--- src/rtl/sha2_pkg.sv ---
// Shared definitions for the SHA-256 packet transmitter: state encoding,
// packet/byte widths and the default message-length counter width.
package sha2_pkg;

   localparam int PKT_W     = 64;
   localparam int BYTE_W    = 8;
   localparam int LANES     = PKT_W / BYTE_W;
   localparam int LEN_W_DEF = 64;

   typedef enum logic [1:0] {
      FILL_ST = 2'd0,
      SEND_ST = 2'd1,
      END_ST  = 2'd2
   } txState_e;

endpackage

--- src/rtl/sha2pkttx.sv ---
// Packs a byte stream into big-endian 64-bit packets for the SHA-256 input
// stage, tracking message length in bits and the byte count of the last packet.
module sha2pkttx
   import sha2_pkg::*;
#(
   parameter int LEN_W = LEN_W_DEF
) (
   input  logic                clk,
   input  logic                rst,
   input  logic                clr,
   input  logic [BYTE_W-1:0]   byte_in,
   input  logic                byte_val,
   input  logic                byte_lst,
   output logic                byte_rdy,
   output logic [PKT_W-1:0]    pkt,
   output logic                pkt_val,
   input  logic                pkt_rdy,
   output logic                lst_pkt,
   output logic [3:0]          lst_nb,
   output logic [LEN_W-1:0]    msg_len,
   output logic                msg_end
);

   txState_e          state_q, state_d;
   logic [PKT_W-1:0]  pkt_q, pkt_d;
   logic [2:0]        cnt_q, cnt_d;
   logic              lstPkt_q, lstPkt_d;
   logic [3:0]        lstNb_q, lstNb_d;
   logic [LEN_W-1:0]  msgLen_q, msgLen_d;

   // clr aborts exactly like rst, overriding any handoff in the same cycle
   always_ff @(posedge clk) begin
      if (rst || clr) begin
         state_q  <= FILL_ST;
         pkt_q    <= '0;
         cnt_q    <= '0;
         lstPkt_q <= 1'b0;
         lstNb_q  <= '0;
         msgLen_q <= '0;
      end else begin
         state_q  <= state_d;
         pkt_q    <= pkt_d;
         cnt_q    <= cnt_d;
         lstPkt_q <= lstPkt_d;
         lstNb_q  <= lstNb_d;
         msgLen_q <= msgLen_d;
      end
   end

   always_comb begin
      state_d  = state_q;
      pkt_d    = pkt_q;
      cnt_d    = cnt_q;
      lstPkt_d = lstPkt_q;
      lstNb_d  = lstNb_q;
      msgLen_d = msgLen_q;
      case (state_q)
         FILL_ST: begin
            if (byte_val) begin
               // lane 0 is the most significant byte of the packet
               for (int i = 0; i < LANES; i++) begin
                  if (cnt_q == 3'(i)) begin
                     pkt_d[PKT_W-1-BYTE_W*i -: BYTE_W] = byte_in;
                  end
               end
               cnt_d    = cnt_q + 3'd1;
               msgLen_d = msgLen_q + LEN_W'(BYTE_W);
               if (byte_lst) begin
                  lstPkt_d = 1'b1;
                  lstNb_d  = {1'b0, cnt_q} + 4'd1;
               end
               if (byte_lst || cnt_q == 3'd7) begin
                  state_d = SEND_ST;
               end
            end
         end
         SEND_ST: begin
            if (pkt_rdy) begin
               if (lstPkt_q) begin
                  state_d = END_ST;
               end else begin
                  pkt_d   = '0;
                  cnt_d   = '0;
                  state_d = FILL_ST;
               end
            end
         end
         END_ST: begin
            pkt_d    = '0;
            cnt_d    = '0;
            lstPkt_d = 1'b0;
            lstNb_d  = '0;
            msgLen_d = '0;
            state_d  = FILL_ST;
         end
         default: state_d = FILL_ST;
      endcase
   end

   assign byte_rdy = (state_q == FILL_ST);
   assign pkt_val  = (state_q == SEND_ST);
   assign msg_end  = (state_q == END_ST);
   assign pkt      = pkt_q;
   assign lst_pkt  = lstPkt_q;
   assign lst_nb   = lstNb_q;
   assign msg_len  = msgLen_q;

endmodule
--- config.mk ---
export PLATFORM = sky130hd
export DESIGN_NAME = sha2pkttx
export DESIGN_NICKNAME = d
export VERILOG_FILES = /design/src/rtl/sha2_pkg.sv /design/src/rtl/sha2pkttx.sv
export SDC_FILE = /design/constraint.sdc
export NUM_CORES = 1
export LEC_CHECK = 0
export BUFFER_PORTS_ARGS = -buffer_cell sky130_fd_sc_hd__buf_4
export CAP_MARGIN = 10
export CORE_ASPECT_RATIO = 0.5
export CORE_MARGIN = 8
export CORE_UTILIZATION = 59
export CTS_BUF_LIST = sky130_fd_sc_hd__clkbuf_4 sky130_fd_sc_hd__clkbuf_8
export DETAILED_ROUTE_END_ITERATION = 10
export GPL_ROUTABILITY_DRIVEN = 1
export PLACE_DENSITY = 0.85
export RECOVER_POWER = 25
export SETUP_SLACK_MARGIN = 0.02
export SYNTH_ARGS = -nofsm -noshare
export SYNTH_HDL_FRONTEND = slang
export SYNTH_SLANG_ARGS = --single-unit
--- constraint.sdc ---
create_clock -name clk -period 7.05 [get_ports clk]
set_input_delay 0.3525 -clock clk [delete_from_list [all_inputs] [get_ports clk]]
set_output_delay 0.3525 -clock clk [all_outputs]
set_load 0.01 [all_outputs]
==> metrics.txt, run 1 <==
number of antenna violations at the first check in global routing 0; aggregate global-route resource usage 23.2%; combinational family with the most area after synthesis simple AND/OR/NAND/NOR gates; Post-Synthesis Cells 668; weighted congestion reported at the end of routability-driven placement 0.885; setup violators final 0; Rows 25; critical path endpoint category register; worst path buffer plus inverter count 1; full die area 0.0137 sq mm; total power consumption of the routed design 0.00155 W; maximum vdd drop 0.134 mV; maximum cell stage delay along the critical path 0.71 ns; DR WL/cell 17.0 um; Hold Fails Final Rpt 0; core outline area 0.00960 sq mm; Avg Cell Area, Syn 8.86 sq um; count of port buffers added during placement 146; maximum root-to-sink buffer count 2; cells resized by post-CTS repair 0; total negative slack 0 ns; Max H-tree Level 4; transition time of the tightest slew-check pin 0.927 ns; worst clock skew 0.0186 ns; Post-Synth Simple-Gate Area 23.4%; cell types with the largest area share after synthesis sky130_fd_sc_hd__dfxtp_1 (46%), sky130_fd_sc_hd__mux2i_1 (11%), sky130_fd_sc_hd__nor2_1 (6.7%); number of filler cells placed in the layout 760; synthesized flop and latch total 135; Most used DFF post-synth sky130_fd_sc_hd__dfxtp_1; DRT antenna net count 0; Worst Hold Launch rst; critical path start-end classification reg2reg; min-delay worst type in2reg; wire length of the first global-routing pass 25.6 mm; RSZ-0062 raised after global routing no; Synth warnings 0; DRC errors left 0; share of the synthesized area in the top cell type 45.6%; most repeated library cell on the critical path sky130_fd_sc_hd__or4_1; adder-cell share of the synthesized area 2.32%; sequential share of the synthesized area 45.6%; register clock-pin slew on the reported worst setup and hold paths 0.08 ns; critical path startpoint state_q[1]$_SDFFE_PP0P_; largest delay contributor family on the critical path simple AND/OR/NAND/NOR gates; FMAX 325 MHz; cells traversed along the worst timing path inv_1 -> ha_1 -> mux2_2 -> nand2_1 -> or4_1 -> or4_1 -> a21oi_1; number of buffers created by CTS 17; clock insertion delay at the later pin of the skew report 0.45 ns; post-detailed-placement half-perimeter wirelength 11.2 mm; top-level port count 150; worst max-slew margin expressed relative to the limit 37.7%; worst reg2reg startpoint state_q[1]$_SDFFE_PP0P_; Die W 158 um; number of global-route vias before repair 5,116; library cell with the largest summed area after synthesis sky130_fd_sc_hd__dfxtp_1; Layout area overhead 21.4%; most used standard cell by instance count after synthesis sky130_fd_sc_hd__dfxtp_1; count of flip-flops with a built-in enable after synthesis 0; largest net degree at the start of global routing 77; area taken by flip-flops and latches 0.00270 sq mm; PD cells 216 mW/mm^2; max-cap violation count 0; TritonCTS clock tree done; startpoint types register; Post CTS Setup Buffer Count 0; data required time of the critical path 7.41 ns; hold_buf cts 0; share of final-layout standard cells stronger than drive strength 1 15.9%; final core utilization 74.8%; Netlist Area Pre-Place 0.00592 sq mm; Initial Utilization 61.7%; average vias per placed instance 5.68; height of the die 86.8 um; placed cell count 909; total vias in the final route 5,345; Final nets 818; status completed; total routed wirelength 16.0 mm; clock period minus final worst setup slack 3.08 ns; Slowest cell on crit path sky130_fd_sc_hd__ha_1; Reg2Reg Setup Slack 3.97 ns; area fraction in compound gates after synthesis 9.34%; count of placed standard cells in the final layout, fillers left out 941; xor and xnor area share after synthesis 3.25%; static power due to leakage 2.61 nW; list of most frequent post-synthesis cells sky130_fd_sc_hd__dfxtp_1 (135), sky130_fd_sc_hd__nor2_1 (106), sky130_fd_sc_hd__mux2i_1 (66), sky130_fd_sc_hd__a21oi_1 (45), sky130_fd_sc_hd__o21ai_0 (32); total number of clock tree sinks 135; number of pins with negative max-slew slack in the final report 0; drt first pass iters 5; critical path data arrival time 3.44 ns; n_diodes 0; share of synthesized registers carrying an async set or reset 0%; proportion of synthesized area in mux cells 11.3%; Detailed Route Iter0 Violations 378; number of distinct library cell variants in the gate-level netlist after synthesis 45; leftover overflow at the end of global routing 0; cell area after layout 0.00719 sq mm; placed standard-cell area 0.00702 sq mm; crit-path max FO 23; clock root buffer sky130_fd_sc_hd__clkbuf_8; period utilization 43.7%; total area of multi-input combinational cells 0.00297 sq mm
placed cells by master (no fill, tap or decap), types with 12 or more instances in the layout:
cell                       netlist  routed
sky130_fd_sc_hd__buf_4           3      81
sky130_fd_sc_hd__xnor2_1        17      17
sky130_fd_sc_hd__clkbuf_1       22      67
sky130_fd_sc_hd__inv_1          18      18
sky130_fd_sc_hd__nor2_1        106     106
sky130_fd_sc_hd__nand2_1        28      28
sky130_fd_sc_hd__nand3_1        28      28
sky130_fd_sc_hd__nand4_1        16      16
sky130_fd_sc_hd__nor2b_1        12      12
sky130_fd_sc_hd__clkbuf_8        0      17
sky130_fd_sc_hd__dfxtp_1       135     135
sky130_fd_sc_hd__or3_1          29      29
sky130_fd_sc_hd__o21ai_0        32      32
sky130_fd_sc_hd__a21oi_1        45      45
sky130_fd_sc_hd__mux2i_1        66      66
worst paths after layout:
| kind | end | cells past startpoint |
|---|---|---|
| max | msg_len[51]$_SDFFE_PP0P_ | 7 |
| min | state_q[0]$_SDFFE_PP0P_ | 3 |
| max reg2reg | msg_len[51]$_SDFFE_PP0P_ | 7 |
| min reg2reg | lst_nb[3]$_SDFFE_PP0P_ | 2 |
sequential cells by signal, summed over array words and instances, names as in the netlist:
register	count
state_q	2
lst_pkt	1
msg_len	61
pkt	64
cnt_q	3
lst_nb	4
worst register-to-register path: cells and delay by family (launching register included):
family | cells | cell delay [ns]
simple gates | 3 | 1.31
fa+ha+maj | 1 | 0.71
mux | 1 | 0.38
flops | 1 | 0.34
compound gates | 1 | 0.15
buf+inv | 1 | 0.11
logic make-up after synthesis:
group           after synthesis
simple gates                272
flops                       135
compound gates               98
mux                          67
buf+inv                      62
xor+xnor                     22
fa+ha+maj                    11
other cells                   1
power breakdown:
group	leakage, nW	total (W)	internal (W)	switching [W]
Clock	0.214	0.000694	0.000359	0.000335
Combinational	1.31	0.0000879	0.0000312	0.0000567
Sequential	1.09	0.000773	0.000768	0.00000446
Total	2.61	0.00155	0.00116	0.000397
layout make-up:
class,count,share of cell area (%)
clock buffers,17,3.26
repair buffers,148,12.0
clock inverters,15,2.63
inverters,18,0.940
well taps,135,2.35
multi-input cells,473,41.3
flip-flops and latches,135,37.6
stage by stage:
stage | hold WS, ns | setup WS (ns)
2_1_floorplan | 0.476 | 4.74
3_3_place_gp | 0.442 | 4.18
3_5_place_dp | 0.455 | 4.07
4_1_cts | 0.224 | 4.02
5_1_grt | 0.231 | 3.76
6_report | 0.243 | 3.97
layer usage:
layer / global-route usage (%) / part of all wire (%) / up-vias
li1: - / - / 2579
met4: 8.66 / 1.5 / 0
met2: 39.1 / 48 / 177
met1: 27.5 / 43 / 2563
met5: 0 / 0 / -
met3: 6.85 / 8.1 / 26
Note: power is estimated with default switching activity, not from simulation.
==> inputs of run 2 (changes only) <==
ABC_AREA = 1   (was not set)
CORE_UTILIZATION = 56   (was 59)
PLACE_DENSITY = 0.81   (was 0.85)
clock period = 3.2 ns   (was 7.05 ns; I/O delays follow)
==> metrics.txt, run 2 <==
Netlist Area Pre-Place 0.00643 sq mm (+8.6%); Initial Utilization 58.0% (-3.6 points); placed standard-cell area 0.00759 sq mm (+8.2%); share of the synthesized area in the top cell type 42.0% (-3.6 points); drt first pass iters 5 (unchanged); share of synthesized registers carrying an async set or reset 0% (unchanged); commonest non-fill, non-tap cell in the layout sky130_fd_sc_hd__nor2_1; max-cap violation count 0 (unchanged); average vias per placed instance 5.36 (-5.6%); period utilization 75.0% (+31 points); hold_buf cts 0 (unchanged); most frequent cells in the layout sky130_fd_sc_hd__nor2_1 (205), sky130_fd_sc_hd__nand2_1 (192), sky130_fd_sc_hd__dfxtp_1 (135); Max H-tree Level 4 (unchanged); depth of the worst hold-timing path 3 (unchanged); Hold Fails Final Rpt 0 (unchanged); total power consumption of the routed design 0.00349 W (+120%); maximum cell stage delay along the critical path 0.53 ns (-0.18 ns); maximum vdd drop 0.265 mV (+98%); list of most frequent post-synthesis cells sky130_fd_sc_hd__nor2_1 (206), sky130_fd_sc_hd__nand2_1 (192), sky130_fd_sc_hd__dfxtp_1 (135), sky130_fd_sc_hd__a21oi_1 (92), sky130_fd_sc_hd__inv_1 (90); transition time of the tightest slew-check pin 0.863 ns (-0.0642 ns); Synth warnings 0 (unchanged); number of antenna violations at the first check in global routing 0 (unchanged); crit-path max FO 13 (-43%); leftover overflow at the end of global routing 0 (unchanged); critical path endpoint category register; Detailed Route Iter0 Violations 505 (+34%); RSZ-0062 raised after global routing no; DRT antenna net count 0 (unchanged); top-level port count 150 (unchanged); Layout area overhead 20.6%; synthesized flop and latch total 135 (unchanged); number of distinct library cell variants in the gate-level netlist after synthesis 35 (-22%); largest net degree at the start of global routing 67 (-13%); setup violators final 0 (unchanged); Post CTS Setup Buffer Count 0 (unchanged); static power due to leakage 2.96 nW (+13%); most used standard cell by instance count after synthesis sky130_fd_sc_hd__nor2_1; post-detailed-placement half-perimeter wirelength 14.2 mm (+28%); min-delay worst type in2reg; number of buffers created by CTS 17 (unchanged); cells traversed along the worst timing path inv_1 -> ha_1 -> inv_2 -> nand2_2 -> nand2_4 -> nand3_1 -> nor2_1 -> nand3_1 -> nand2_1 -> nand2_1 -> nor2_1; Most used DFF post-synth sky130_fd_sc_hd__dfxtp_1; data required time of the critical path 3.60 ns (-3.81 ns); register clock-pin slew on the reported worst setup and hold paths 0.10 ns (+0.02 ns); Die W 168 um (+6.3%); cell types with the largest area share after synthesis sky130_fd_sc_hd__dfxtp_1 (42%), sky130_fd_sc_hd__nor2_1 (12%), sky130_fd_sc_hd__nand2_1 (11%); total routed wirelength 19.2 mm (+20%); height of the die 91.8 um (+5.7%); count of flip-flops with a built-in enable after synthesis 0 (unchanged); number of pins with negative max-slew slack in the final report 0 (unchanged); clock insertion delay at the later pin of the skew report 0.46 ns (about the same); PD cells 451 mW/mm^2 (+110%); critical path start-end classification reg2reg; DR WL/cell 15.5 um (-9.0%); total number of clock tree sinks 135 (unchanged); critical path data arrival time 2.80 ns (-0.64 ns); aggregate global-route resource usage 24.7% (+1.6 points); full die area 0.0154 sq mm (+12%); worst max-slew margin expressed relative to the limit 42.3% (+4.5 points); Avg Cell Area, Syn 6.83 sq um (-23%); wire length of the first global-routing pass 31.3 mm (+22%); worst path setup slack after routing 0.801 ns (-3.17 ns); Rows 27 (+8.0%); Final nets 1,110 (+36%); cell area after layout 0.00776 sq mm (+7.9%); count of port buffers added during placement 146 (unchanged); Register-to-Register Path Depth 11 (+4); Post-Synthesis Cells 942 (+41%); clock period minus final worst setup slack 2.40 ns (-0.682 ns); FMAX 417 MHz (+28%); library cell with the largest summed area after synthesis sky130_fd_sc_hd__dfxtp_1; TritonCTS clock tree done; Slowest cell on crit path sky130_fd_sc_hd__nor2_1; total vias in the final route 6,664 (+25%); n_diodes 0 (unchanged); sequential share of the synthesized area 42.0% (-3.6 points); worst clock skew 0.0139 ns (-0.00468 ns); worst slack at placement 0.870 ns (-3.20 ns); weighted congestion reported at the end of routability-driven placement 0.937 (+5.8%); core outline area 0.0111 sq mm (+15%); flip-flop count of the largest register after layout 64 (unchanged); total negative slack 0 ns (unchanged); number of filler cells placed in the layout 970 (+28%); startpoint types register; clock root buffer sky130_fd_sc_hd__clkbuf_8; maximum root-to-sink buffer count 2 (unchanged); cells resized by post-CTS repair 0 (unchanged); status completed; number of global-route vias before repair 6,274 (+23%); share of final-layout standard cells stronger than drive strength 1 13.8% (-2.1 points); DRC errors left 0 (unchanged)
==> run 2: cell count changes after synthesis, moves of 12 or more <==
| cell | before | now |
|---|---|---|
| sky130_fd_sc_hd__o21ai_0 | 32 | 87 |
| sky130_fd_sc_hd__inv_1 | 18 | 90 |
| sky130_fd_sc_hd__or3_1 | 29 | 0 |
| sky130_fd_sc_hd__nand2_1 | 28 | 192 |
| sky130_fd_sc_hd__mux2i_1 | 66 | 0 |
| sky130_fd_sc_hd__buf_1 | 12 | 0 |
| sky130_fd_sc_hd__a21oi_1 | 45 | 92 |
| sky130_fd_sc_hd__nor2_1 | 106 | 206 |
| sky130_fd_sc_hd__xnor2_1 | 17 | 0 |
| sky130_fd_sc_hd__clkbuf_1 | 22 | 10 |
| sky130_fd_sc_hd__nor2b_1 | 12 | 0 |
==> run 2: path summary, 6_finish.rpt <==
path,from,endpoint,slack (ns)
max reg2reg,state_q[0]$_SDFFE_PP0P_,msg_len[39]$_SDFFE_PP0P_,0.80
max,state_q[0]$_SDFFE_PP0P_,msg_len[39]$_SDFFE_PP0P_,0.80
min reg2reg,lst_nb[3]$_SDFFE_PP0P_,lst_nb[3]$_SDFFE_PP0P_,0.47
min,byte_lst,state_q[0]$_SDFFE_PP0P_,0.17
==> run 2: through the flow <==
| step | utilization, % | std cells | hold WS, ns |
|---|---|---|---|
| 2_1_floorplan | - | 944 | 0.413 |
| 3_3_place_gp | 68.5 | 1211 | 0.459 |
| 3_5_place_dp | 68.5 | 1211 | 0.456 |
| 4_1_cts | 72.3 | 1243 | 0.140 |
| 5_1_grt | 70.0 | 1243 | 0.195 |
| 6_report | 70.0 | 1243 | 0.167 |
==> run 2: power breakdown <==
group / internal (W) / switching (W)
registers: 0.00172 / 0.0000232
clock network: 0.000600 / 0.000848
logic: 0.0000844 / 0.000222
total: 0.00240 / 0.00109
==> run 2: logic make-up (layout without fill, tap and decap cells) <==
kind of cell / after synthesis / count (layout) / share of synthesized area (%)
AO/OA/AOI/OAI: 192 / 192 / 15.4
adder cells (fa/ha/maj): 11 / 11 / 2.14
buffers and inverters: 120 / 274 / 8.02
flip-flops: 135 / 135 / 42.0
other: 1 / 3 / 0.0583
AND/OR/NAND/NOR: 483 / 483 / 32.3
==> run 2: area by class of cell <==
class | count | area, sq um | area share (%)
clock buffer | 17 | 234 | 3.02
clock inverter | 15 | 184 | 2.37
inverter | 93 | 352 | 4.53
multi-input combinational | 689 | 3240 | 41.7
sequential | 135 | 2700 | 34.8
tap | 145 | 181 | 2.34
timing repair buffer | 149 | 867 | 11.2
==> run 2: critical path: cells and delay by family, from the launching register on <==
kind	cells	cell delay, ns
buf+inv	2	0.25
flops	1	0.37
simple gates	8	1.42
fa+ha+maj	1	0.29
==> run 2: layer usage <==
layer | vias up | track usage, % | routed length, um
li1 | 3295 | - | -
met1 | 3017 | 29.4 | 8000
met2 | 309 | 41.0 | 8740
met3 | 43 | 8.25 | 1980
met4 | 0 | 10.1 | 493
met5 | - | 0 | 0
